**config.mk**
```make
export PLATFORM = sky130hd
export DESIGN_NAME = mem_arbiter
export DESIGN_NICKNAME = d
export VERILOG_FILES = /design/src/rtl/mem_arbiter.sv
export SDC_FILE = /design/constraint.sdc
export NUM_CORES = 1
export LEC_CHECK = 0
export BUFFER_PORTS_ARGS = -buffer_cell sky130_fd_sc_hd__buf_2
export CAP_MARGIN = 15
export CORE_MARGIN = 2
export CORE_UTILIZATION = 34
export CTS_CLUSTER_DIAMETER = 200
export DETAILED_ROUTE_END_ITERATION = 16
export GPL_TIMING_DRIVEN = 0
export PLACE_DENSITY = 0.85
export REMOVE_ABC_BUFFERS = 1
export SLEW_MARGIN = 20
export SYNTH_ARGS = -nofsm -noshare
export SYNTH_HDL_FRONTEND = slang
export SYNTH_SLANG_ARGS = --single-unit
```
**constraint.sdc**
```tcl
create_clock -name clk -period 2.1 [get_ports clk]
set_input_delay 0.105 -clock clk [delete_from_list [all_inputs] [get_ports clk]]
set_output_delay 0.105 -clock clk [all_outputs]
set_load 0.03 [all_outputs]
```
**src/rtl/mem_arbiter.sv**
```systemverilog
// Round-robin arbiter sharing one single-port data memory among NUM_CORES cores.
// Define MEM_ARB_LOCK_EN to honour core_lock (exclusive ownership via a LOCKED state).
module mem_arbiter #(
    parameter int NUM_CORES = 4,
    parameter int ADDR_W    = 16,
    parameter int DATA_W    = 16
) (
    input  logic                        clk,
    input  logic                        reset,
    input  logic [NUM_CORES-1:0]        core_req,
    input  logic [NUM_CORES-1:0]        core_wr,
    input  logic [NUM_CORES-1:0]        core_lock,
    input  logic [NUM_CORES*ADDR_W-1:0] core_addr,
    input  logic [NUM_CORES*DATA_W-1:0] core_wdata,
    output logic [NUM_CORES-1:0]        core_gnt,
    output logic [NUM_CORES-1:0]        core_rvalid,
    output logic [DATA_W-1:0]           core_rdata,
    output logic [ADDR_W-1:0]           mem_address,
    output logic [DATA_W-1:0]           mem_data_in,
    output logic                        mem_write,
    output logic                        mem_read,
    input  logic [DATA_W-1:0]           mem_data_out
);

    localparam int PTR_W = (NUM_CORES > 1) ? $clog2(NUM_CORES) : 1;

    logic [PTR_W-1:0] ptr;
    logic [PTR_W-1:0] ptr_next;
    logic [PTR_W-1:0] sel_idx;
    logic [PTR_W-1:0] cand;
    logic             sel_valid;
    logic             sel_wr;
    int               rr_idx;

`ifdef MEM_ARB_LOCK_EN
    typedef enum logic {UNLOCKED, LOCKED} state_t;

    state_t           state;
    state_t           state_next;
    logic [PTR_W-1:0] owner;
    logic [PTR_W-1:0] owner_next;
    logic             sel_lock;
`else
    logic             unused_lock;
    assign unused_lock = ^core_lock;
`endif

    function automatic logic [PTR_W-1:0] wrap_inc(input logic [PTR_W-1:0] k);
        if (int'(k) == NUM_CORES - 1) begin
            return '0;
        end
        return k + 1'b1;
    endfunction

    // Pick the first requester at or after ptr; a lock owner overrides the search.
    always_comb begin
        sel_valid = 1'b0;
        sel_idx   = '0;
        cand      = '0;
        rr_idx    = 0;
        for (int off = 0; off < NUM_CORES; off++) begin
            rr_idx = (int'(ptr) + off) % NUM_CORES;
            cand   = PTR_W'(rr_idx);
            if (!sel_valid && core_req[cand]) begin
                sel_valid = 1'b1;
                sel_idx   = cand;
            end
        end
`ifdef MEM_ARB_LOCK_EN
        if (state == LOCKED) begin
            sel_valid = core_req[owner];
            sel_idx   = owner;
        end
`endif
        if (reset) begin
            sel_valid = 1'b0;
        end
    end

    always_comb begin
        core_gnt    = '0;
        mem_address = '0;
        mem_data_in = '0;
        mem_write   = 1'b0;
        mem_read    = 1'b0;
        sel_wr      = core_wr[sel_idx];
        if (sel_valid) begin
            core_gnt[sel_idx] = 1'b1;
            mem_address       = core_addr[int'(sel_idx)*ADDR_W +: ADDR_W];
            mem_data_in       = core_wdata[int'(sel_idx)*DATA_W +: DATA_W];
            mem_write         = sel_wr;
            mem_read          = ~sel_wr;
        end
    end

    always_comb begin
        ptr_next = ptr;
`ifdef MEM_ARB_LOCK_EN
        state_next = state;
        owner_next = owner;
        sel_lock   = core_lock[sel_idx];
        if (sel_valid) begin
            case (state)
                UNLOCKED: begin
                    if (sel_lock) begin
                        state_next = LOCKED;
                        owner_next = sel_idx;
                    end else begin
                        ptr_next = wrap_inc(sel_idx);
                    end
                end
                LOCKED: begin
                    if (!sel_lock) begin
                        state_next = UNLOCKED;
                        ptr_next   = wrap_inc(owner);
                    end
                end
                default: state_next = UNLOCKED;
            endcase
        end
`else
        if (sel_valid) begin
            ptr_next = wrap_inc(sel_idx);
        end
`endif
    end

`ifdef MEM_ARB_LOCK_EN
    always_ff @(posedge clk) begin
        if (reset) begin
            state <= UNLOCKED;
            owner <= '0;
        end else begin
            state <= state_next;
            owner <= owner_next;
        end
    end
`endif

    // Read data is captured on the accept edge so it is seen by the core one cycle later.
    always_ff @(posedge clk) begin
        if (reset) begin
            ptr         <= '0;
            core_rvalid <= '0;
            core_rdata  <= '0;
        end else begin
            ptr         <= ptr_next;
            core_rvalid <= '0;
            if (sel_valid && !sel_wr) begin
                core_rvalid[sel_idx] <= 1'b1;
                core_rdata           <= mem_data_out;
            end
        end
    end

endmodule

```
==> impl_metrics.csv, run 1 <==
group,metric,value,unit
sta,tightest_slew,1010,ps
grt,grt_overflow,0,
worst_setup_path,r2r-end,"core_rdata[7]$_SDFFE_PP0P_",
power,p_seq_share,16.6,%
final_layout,multi_input_area,2080,sq um
sta,hold_viol_final,0,
detailed_routing,drtAntennaViolNets,0,
synthesis,yosys-top-cells-area,"mux2i_1 (23%), dfxtp_1 (19%), mux2_2 (14%)",
sta,finalCritPeriodShare,114,%
detailed_routing,wire_per_inst,18.2,um
detailed_routing,wl,10400,um
cts,cts.sinks,22,
power,total_power,3.06,mW
synthesis,synth_area_per_cell,8.83,sq um
run_status,status,"finished with violations",
floorplanning,die_y,86.0,um
worst_hold_path,whs_path_depth,3,
synthesis,async_flop_share,0,%
floorplanning,die_area,7400,sq um
final_layout,drive_above_1_share,70.6,%
cts,cts_tree,"yes",
worst_hold_path,hold_path_end,"core_rdata[9]$_SDFFE_PP0P_",
grt,antenna_found_initial,0,
power,cellInternalPower,1.82,mW
final_layout,finalNonFillerCells,574,
detailed_routing,route.vias.total,2993,
worst_setup_path,reg2reg_from,"ptr[1]$_SDFFE_PP0P_",
sta,relSlewSlack,31.7,%
place,io_buffer_count,211,
floorplanning,rows,29,
synthesis,synth.most_common_cell,"mux2i_1",
worst_setup_path,worst-r2r-cell-count,11,
synthesis,ys_ff_latch,22,
detailed_routing,avgViaCountPerCell,5.21,
floorplanning,ioPinCount,216,
worst_setup_path,reg2reg_slack,-90,ps
synthesis,post_synth_num_cell_types,25,
synthesis,synth_edf_count,0,
place,dp.cells,531,
final_layout,seqCellArea,445,sq um
worst_setup_path,arrival,2280,ps
cts,clkLatencyLatePin,260,ps
power,p_switching,1.25,mW
flow_run,drv_cap,0,
worst_setup_path,critical_path_class,"reg2out",
grt,grt_max_degree,37,
cts,numCtsBuffers,3,
power,peakVddDrop,0.281,mV
final_layout,final_util,69.3,%
synthesis,netlist_area,2290,sq um
cts,cts.htree.levels,1,
place,hpwlAfterDp,6250,um
final_layout,syn2layout_area_growth,94.6,%
grt,grt_pass1_vias,3112,
run_status,violations,"setup timing",
synthesis,yosysTopAreaCell,"mux2i_1",
worst_setup_path,cp-start-kind,"flop",
cts,clk_pin_slew,80,ps
power,p_leak,2.25,nW
synthesis,ys_seq_area_share,19.3,%
place,place_congestion,0.807,
floorplanning,die_x,86.0,um
worst_hold_path,hold_class,"in2reg",
sta,fmaxAchievable,419,MHz
synthesis,yosysWarnings,0,
worst_setup_path,end_kind,"primary output",
sta,slew_viol_final,0,
sta,setup_ws,-284,ps
synthesis,synthTopCellsByCount,"mux2i_1 (52), nor2_1 (37), a211oi_1 (33)",
detailed_routing,drc,0,
power,pwr-share-clk,12.7,%
grt,grt_util_all_layers,25.0,%
cts,clockRootBuffer,"clkbuf_8",
floorplanning,initial_core_util,35.6,%
grt,grt_pass1_wl,14700,um
sta,skew,6.68,ps
power,power_per_cell_area,689,nW/um^2
cts,cts_max_path_buffers,2,
power,swShare,40.8,%
synthesis,synth_cells,259,
final_layout,num-fill-cells,458,
detailed_routing,drt_first_pass_iters,6,
floorplanning,coreArea,6420,sq um
synthesis,ys.flop_type,"dfxtp_1",
worst_hold_path,hp-start,"mem_data_out[9]",
sta,rsz0062_at_grt,"true",
final_layout,nets,660,
sta,setup_viol,54,
detailed_routing,initialDrtViolationCount,84,
final_layout,n_antenna_cell,0,
synthesis,synth.top_cell.area_share,22.8,%
worst_setup_path,crit_fanout,8,
worst_setup_path,critPathRequiredTime,2000,ps
power,comb_power_share,70.7,%
sta,min_period,2380,ps
==> state kept, by name (all words and copies together) (netlist names) <==
name / cells
core_rdata: 16
core_rvalid: 4
ptr: 2
==> layout make-up <==
type	count	area share, %
clock buffers	3	0.928
clock inverters	1	0.675
inverters	3	0.253
multi-input cells	212	46.7
flip-flops and latches	22	10.0
well taps	77	2.17
repair buffers	256	39.3
==> cells by family (layout without fill, tap and decap cells) <==
family                     count (synthesis)  count (layout)  share of synthesized area, %
and+or+nand+nor                           83              83                          19.0
AOI/OAI and AO/OA                         39              40                          13.6
adders and majority gates                  4               4                          2.19
DFF                                       22              22                          19.3
muxes                                     85              85                          39.0
buffers and inverters                     26             263                          6.84
==> placed cells by master (no fill, tap or decap), types with 2 or more instances in the layout <==
cell	synthesis	final
mux2i_2	0	4
a211oi_2	0	12
ha_1	4	4
mux2_4	0	27
nand2b_1	32	32
a211oi_1	33	21
mux2i_4	0	4
clkbuf_8	0	3
nor2_2	0	8
and2_4	0	5
buf_6	6	12
buf_8	0	4
buf_16	0	2
buf_2	2	173
nor2_4	0	14
buf_4	3	55
nor2_1	37	15
buf_12	0	8
inv_1	2	2
a21oi_1	3	2
mux2i_1	52	44
and2_1	9	4
dfxtp_1	22	20
mux2_2	29	6
==> worst max path at each step <==
stage	start	to	depth (start not counted)
after global routing	ptr[1]$_SDFFE_PP0P_	mem_data_in[11]	9
after global placement	ptr[1]$_SDFFE_PP0P_	core_rdata[0]$_SDFFE_PP0P_	6
after detailed placement	ptr[1]$_SDFFE_PP0P_	core_rdata[14]$_SDFFE_PP0P_	7
final	ptr[1]$_SDFFE_PP0P_	mem_data_in[13]	10
after floorplan	ptr[1]$_SDFFE_PP0P_	mem_address[0]	6
after CTS	ptr[1]$_SDFFE_PP0P_	mem_address[2]	10
==> power groups by stage <==
stage / clock network [mW] / registers, mW / logic [mW]
after floorplan: 0 / 0.609 / 0.859
after global placement: 0 / 0.509 / 1.34
after detailed placement: 0 / 0.513 / 1.43
after CTS: 0.392 / 0.503 / 1.95
after global routing: 0.412 / 0.512 / 2.26
final: 0.389 / 0.509 / 2.17
==> through the flow <==
stage | setup TNS [ps] | setup slack (ps) | instance area, sq um | hold WS, ps
floorplan | -110810 | -2050 | 2140 | 177
global placement | -132690 | -2390 | 3290 | 365
detailed placement | -20170 | -654 | 3410 | 370
CTS | -4210 | -172 | 4190 | 91.7
global route | -13450 | -401 | 4450 | 92.2
finish | -7810 | -284 | 4450 | 90.1
==> worst max-delay path: stages (launching register included) <==
cell and delay [ps]:
dfxtp_4 390, mux2i_2 250, nor2_2 70, nor3_4 230
buf_8 150, buf_12 120, buf_16 130, buf_4 120
mux2i_1 260, a211oi_2 110, buf_4 190
==> routing by layer <==
layer,routed length [um],track usage (%),vias up
met5,0,0,-
met4,346,9.96,0
met3,701,3.46,36
met2,5540,50.0,164
met1,3850,25.6,1385
li1,-,-,1408
==> what timing repair did <==
| item | in CTS | in global routing |
|---|---|---|
| gates resized for setup | 102 | 63 |
| setup buffers | 31 | 6 |
| hold buffers | 0 | 0 |
| pin swaps | 31 | 25 |
| endpoints found under the setup margin | 59 | 56 |
| gates cloned | 4 | 0 |
Power figures use the tool's default switching activity.
==> inputs of run 2 (changes only) <==
--- a/config.mk
+++ b/config.mk
@@ -8,11 +8,12 @@
 export BUFFER_PORTS_ARGS = -buffer_cell sky130_fd_sc_hd__buf_2
 export CAP_MARGIN = 15
 export CORE_MARGIN = 2
-export CORE_UTILIZATION = 34
+export CORE_UTILIZATION = 35
+export CTS_BUF_LIST = sky130_fd_sc_hd__clkbuf_4 sky130_fd_sc_hd__clkbuf_8
 export CTS_CLUSTER_DIAMETER = 200
 export DETAILED_ROUTE_END_ITERATION = 16
 export GPL_TIMING_DRIVEN = 0
-export PLACE_DENSITY = 0.85
+export PLACE_DENSITY = 0.87
 export REMOVE_ABC_BUFFERS = 1
 export SLEW_MARGIN = 20
 export SYNTH_ARGS = -nofsm -noshare
==> run 2 against run 1 <==
Highest routed layer unchanged; the flow still finishes with violations (setup timing); combinational power shrank 2%; core utilization shrank 0.21 points; count of clock-buffer cells in the layout is the same; wire length grew 1.8%; clock power grew 6.4%; largest power group unchanged; power is essentially flat; cell area shrank 1.4%.
==> impl_metrics.csv, run 2 (synthesized netlist as in run 1, its figures left out) <==
group,metric,value,unit
run_status,status,"finished with violations",
run_status,violations,"setup timing",
floorplanning,die_area,7190,sq um
detailed_routing,avgViaCountPerCell,5.27,
cts,cts.htree.levels,1,
sta,tightest_slew,1060,ps
final_layout,num-fill-cells,450,
power,peakVddDrop,0.633,mV
cts,clkLatencyLatePin,270,ps
worst_hold_path,hold_class,"in2reg",
detailed_routing,wire_per_inst,18.2,um
floorplanning,ioPinCount,216,
grt,grt_overflow,0,
sta,rsz0062_at_grt,"true",
sta,fmaxAchievable,416,MHz
detailed_routing,route.vias.total,3078,
sta,setup_viol,35,
place,dp_slack,-571,ps
final_layout,top_regs,"core_rdata x16, core_rvalid x4, ptr x2",
place,io_buffer_count,211,
worst_setup_path,critical_path_class,"reg2out",
final_layout,layout_common_cells,"buf_2 (173), buf_4 (65), mux2i_1 (47)",
power,total_power,3.06,mW
cts,clockRootBuffer,"clkbuf_8",
worst_setup_path,r2r-end,"core_rdata[2]$_SDFFE_PP0P_",
worst_setup_path,crit_fanout,7,
worst_setup_path,cpLargestDelayFamily,"buffers and inverters",
power,swShare,40.8,%
final_layout,n_antenna_cell,0,
place,place_congestion,0.831,
cts,hold_buffers,0,
cts,cts_max_path_buffers,2,
final_layout,largest_register_ffs,16,
worst_setup_path,worstSetupEndpoint,"mem_data_in[10]",
floorplanning,die_y,84.8,um
final_layout,syn2layout_area_growth,91.8,%
power,comb_power_share,69.7,%
worst_setup_path,cp_slowest_cell,"dfxtp_4",
power,pwr-share-clk,13.5,%
final_layout,final_util,69.1,%
sta,relSlewSlack,28.4,%
sta,min_period,2400,ps
floorplanning,initial_core_util,36.0,%
detailed_routing,wl,10600,um
floorplanning,rows,29,
cts,numCtsBuffers,3,
worst_setup_path,crit_path_max_incr_delay,380,ps
place,hpwlAfterDp,6420,um
flow_run,drv_cap,0,
grt,grt_util_all_layers,24.6,%
worst_setup_path,cp_common_cell,"buf_4",
worst_setup_path,worst-r2r-cell-count,9,
worst_setup_path,end_kind,"primary output",
detailed_routing,drt_first_pass_iters,6,
worst_setup_path,reg2reg_slack,10,ps
power,p_switching,1.25,mW
cts,cts_tree,"yes",
sta,finalCritPeriodShare,115,%
detailed_routing,initialDrtViolationCount,87,
worst_setup_path,crit_buf_inv,5,
floorplanning,coreArea,6350,sq um
sta,setup_ws,-305,ps
worst_setup_path,critPathLaunch,"ptr[1]$_SDFFE_PP0P_",
floorplanning,die_x,84.8,um
final_layout,nets,670,
grt,grt_pass1_vias,2959,
grt,grt_pass1_wl,14200,um
final_layout,final_common_cell,"buf_2",
power,cellInternalPower,1.81,mW
worst_setup_path,crit_chain,"mux2i_1, nor2_1, nor3_4, buf_6, buf_12, buf_4, buf_4, mux2i_1, a211oi_1, buf_4",
worst_setup_path,reg2reg_from,"ptr[1]$_SDFFE_PP0P_",
power,p_seq_share,16.8,%
final_layout,drive_above_1_share,67.7,%
worst_setup_path,arrival,2300,ps
worst_setup_path,cp-start-kind,"flop",
detailed_routing,drtAntennaViolNets,0,
grt,antenna_found_initial,0,
worst_setup_path,path_depth,10,
worst_setup_path,critPathRequiredTime,2000,ps
sta,slew_viol_final,0,
grt,grt_max_degree,37,
cts,clk_pin_slew,90,ps
sta,skew,4.86,ps
power,power_per_cell_area,698,nW/um^2
detailed_routing,drc,0,
cts,cts.sinks,22,
final_layout,largest_register,"core_rdata",
power,p_leak,2.27,nW
sta,hold_viol_final,0,
## run 2: changes by cell type in the layout (fill, tap and decap cells not counted), moves of 5 or more
cell / previous run / this run
nor2_1: 15 / 24
a211oi_2: 12 / 3
mux2_4: 27 / 22
mux2_2: 6 / 11
buf_4: 55 / 65
nor2_4: 14 / 3
a211oi_1: 21 / 30
## run 2: worst reg2reg max path: cells and delay by family, from the launching register on
family | cells | cell delay [ps]
buf+inv | 3 | 550
compound gates | 4 | 740
mux | 2 | 330
flops | 1 | 400
## run 2: timing repair
action	CTS	global route
endpoints found under the setup margin	59	38
setup buffers	34	15
hold endpoints to repair	0	0
pin swaps	30	8
cloned	3	0
gates resized for setup	89	49
## run 2: how the worst min path moves through the flow
stage | start | end | depth (start not counted)
floorplan | reset | ptr[1]$_SDFFE_PP0P_ | 1
global placement | mem_data_out[3] | core_rdata[3]$_SDFFE_PP0P_ | 3
detailed placement | mem_data_out[10] | core_rdata[10]$_SDFFE_PP0P_ | 3
CTS | mem_data_out[12] | core_rdata[12]$_SDFFE_PP0P_ | 3
global route | mem_data_out[9] | core_rdata[9]$_SDFFE_PP0P_ | 3
finish | mem_data_out[9] | core_rdata[9]$_SDFFE_PP0P_ | 3
## run 2: through the flow
stage                     cell area, sq um  setup TNS [ps]  instances  hold slack (ps)
final                                 4390           -5690        584             86.6
after global routing                  4390           -9390        584             89.7
after CTS                             4130           -6940        571             88.9
after detailed placement              3410          -24100        530              372
after global placement                3290         -133420        524              365
after floorplan                       2140         -110810        236              177
## run 2: metal layers
metal / wire length [um] / part of all wire [%] / vias up / track usage, %
met3: 867 / 8.2 / 29 / 5.16
met1: 4030 / 38 / 1425 / 27.5
li1: - / - / 1419 / -
met4: 264 / 2.5 / 0 / 6.35
met5: 0 / 0 / - / 0
met2: 5460 / 51 / 205 / 47.0
## run 2: area by class of cell
cell class	instances	area, sq um	area share [%]
repair buffers	267	1830	41.7
inverters	3	13.8	0.314
well taps	77	96.3	2.20
clock inverters	1	30.0	0.685
clock buffers	3	41.3	0.942
flip-flops and latches	22	445	10.2
multi-input cells	211	1930	44.1
## run 2: power groups by stage
stage	Clock, mW	Combinational, mW	Sequential (mW)
detailed placement	0	1.44	0.514
global placement	0	1.35	0.510
floorplan	0	0.859	0.609
finish	0.414	2.13	0.513
CTS	0.401	1.90	0.508
global route	0.423	2.23	0.518
==> inputs of run 3 (changes only) <==
--- a/config.mk
+++ b/config.mk
@@ -13,6 +13,7 @@
 export CTS_CLUSTER_DIAMETER = 200
 export DETAILED_ROUTE_END_ITERATION = 16
 export GPL_TIMING_DRIVEN = 0
+export MAX_ROUTING_LAYER = met4
 export PLACE_DENSITY = 0.87
 export REMOVE_ABC_BUFFERS = 1
 export SLEW_MARGIN = 20
==> run 3 against run 2 <==
The run still ends with setup timing left; hold slack better by 5.8 ps; fmax is 4.1% lower; via count is 1.9% lower; combinational power is essentially flat; critical path depth did not move; core utilization down 0.16 points; clock skew shrank 0.89 ps; highest routed layer unchanged.
==> impl_metrics.csv, run 3 (synthesized netlist as in run 1, its figures left out) <==
group,metric,value,unit
worst_setup_path,crit_fanout,7,
cts,cts_max_path_buffers,2,
final_layout,multi_input_area,1920,sq um
final_layout,syn2layout_area_growth,91.4,%
worst_setup_path,critPathRequiredTime,2000,ps
grt,antenna_found_initial,0,
worst_setup_path,cpLargestDelayFamily,"buffers and inverters",
floorplanning,ioPinCount,216,
cts,cts.htree.levels,1,
worst_hold_path,whs_path_depth,3,
worst_setup_path,cp_slowest_cell,"dfxtp_4",
detailed_routing,avgViaCountPerCell,5.17,
final_layout,largest_register_ffs,16,
flow_run,drv_cap,0,
sta,finalCritPeriodShare,119,%
place,hpwlAfterDp,6420,um
grt,grt_max_degree,37,
floorplanning,initial_core_util,36.0,%
detailed_routing,drtAntennaViolNets,0,
worst_setup_path,cp-start-kind,"flop",
sta,skew,3.97,ps
final_layout,layout_common_cells,"buf_2 (173), buf_4 (65), mux2i_1 (47)",
sta,fmaxAchievable,399,MHz
place,placed_area,3410,sq um
worst_setup_path,arrival,2400,ps
floorplanning,die_x,84.8,um
cts,numCtsBuffers,3,
grt,grt_pass1_vias,2965,
detailed_routing,drc,0,
cts,clockRootBuffer,"clkbuf_8",
detailed_routing,initialDrtViolationCount,82,
sta,min_period,2510,ps
cts,clkLatencyLatePin,270,ps
final_layout,largest_register,"core_rdata",
final_layout,drive_above_1_share,67.7,%
final_layout,finalNonFillerCells,584,
grt,grt_pass1_wl,14200,um
final_layout,final_common_cell,"buf_2",
sta,rsz0062_at_grt,"true",
place,dp_slack,-571,ps
final_layout,n_antenna_cell,0,
run_status,violations,"setup timing",
floorplanning,die_area,7190,sq um
cts,cts.sinks,22,
worst_setup_path,path_depth,10,
worst_setup_path,worst-r2r-cell-count,11,
worst_setup_path,reg2reg_from,"ptr[1]$_SDFFE_PP0P_",
worst_setup_path,end_kind,"primary output",
place,dp.cells,530,
worst_hold_path,hold_class,"in2reg",
sta,hold_viol_final,0,
final_layout,design_area,4380,sq um
worst_hold_path,hold_path_end,"core_rdata[10]$_SDFFE_PP0P_",
sta,relSlewSlack,35.1,%
sta,slew_viol_final,0,
detailed_routing,wire_per_inst,18.0,um
run_status,status,"finished with violations",
place,place_congestion,0.844,
worst_setup_path,crit_path_max_incr_delay,390,ps
power,power_per_cell_area,693,nW/um^2
sta,setup_ws,-409,ps
sta,setup_viol,35,
grt,grt_overflow,0,
floorplanning,coreArea,6350,sq um
detailed_routing,drt_first_pass_iters,4,
cts,cts_tree,"yes",
worst_setup_path,critical_path_class,"reg2out",
detailed_routing,wl,10500,um
worst_hold_path,hp-start,"mem_data_out[10]",
floorplanning,die_y,84.8,um
cts,clk_pin_slew,90,ps
power,p_leak,2.27,nW
power,peakVddDrop,0.606,mV
worst_setup_path,reg2reg_slack,50,ps
final_layout,top_regs,"core_rdata x16, core_rvalid x4, ptr x2",
worst_setup_path,r2r-end,"core_rdata[2]$_SDFFE_PP0P_",
final_layout,nets,670,
worst_setup_path,crit_buf_inv,4,
sta,tightest_slew,964,ps
place,io_buffer_count,211,
final_layout,num-fill-cells,451,
floorplanning,rows,29,
final_layout,seqCellArea,445,sq um
detailed_routing,route.vias.total,3020,
grt,grt_util_all_layers,25.4,%
worst_setup_path,crit_chain,"mux2i_1, nor2_1, nor3_4, buf_6, buf_12, buf_4, mux2_2, nor2_1, a211oi_1, buf_4",
==> run 3: changes by cell type in the layout (fill, tap and decap cells not counted) <==
cell | before | now
ha_4 | 3 | 2
ha_2 | 0 | 1
==> run 3: layout make-up <==
class,count,area share (%)
sequential,22,10.2
multi-input combinational,211,43.9
inverter,3,0.315
clock buffer,3,0.944
tap,77,2.20
timing repair buffer,267,41.7
clock inverter,1,0.686
==> run 3: worst min-delay path, stage by stage <==
cell	delay, ps
buf_2	100
nand2b_1	60
mux2i_1	60
==> run 3: timing repair <==
action / 4_1_cts / 5_1_grt
resized for setup: 89 / 48
cloned: 3 / 0
buffers inserted: 34 / 15
hold buffers: 0 / 0
setup endpoints to repair: 59 / 38
pin swaps: 30 / 9
==> run 3: per-layer routing <==
layer	GRT usage (%)	vias up	part of all wire, %
li1	-	1418	-
met1	28.0	1407	36
met2	47.0	169	51
met3	4.47	26	8.6
met4	6.35	0	3.7
met5	-	-	0
==> run 3: worst max-delay path by stage <==
stage	slack [ps]	from	end
2_1_floorplan	-2050	ptr[1]$_SDFFE_PP0P_	mem_address[0]
3_3_place_gp	-2410	ptr[1]$_SDFFE_PP0P_	core_rdata[8]$_SDFFE_PP0P_
3_5_place_dp	-570	ptr[1]$_SDFFE_PP0P_	core_rdata[3]$_SDFFE_PP0P_
4_1_cts	-230	ptr[1]$_SDFFE_PP0P_	mem_address[7]
5_1_grt	-430	ptr[1]$_SDFFE_PP0P_	mem_address[11]
6_report	-410	ptr[1]$_SDFFE_PP0P_	mem_address[11]
==> run 3: stage by stage <==
| stage | util, % | total power [mW] | setup TNS (ps) | hold WS, ps |
|---|---|---|---|---|
| after global placement | 51.9 | 1.86 | -133420 | 365 |
| after global routing | 68.9 | 3.15 | -9520 | 90.6 |
| after floorplan | - | 1.47 | -110810 | 177 |
| final | 68.9 | 3.03 | -6480 | 92.3 |
| after CTS | 65.0 | 2.81 | -6940 | 88.9 |
| after detailed placement | 53.7 | 1.95 | -24100 | 372 |
==> run 3: where the power goes <==
group | switching (mW) | leakage [nW] | internal (mW)
Sequential | 0.0377 | 0.182 | 0.475
Clock | 0.148 | 0.0357 | 0.255
Combinational | 1.04 | 2.05 | 1.08
Total | 1.22 | 2.27 | 1.81
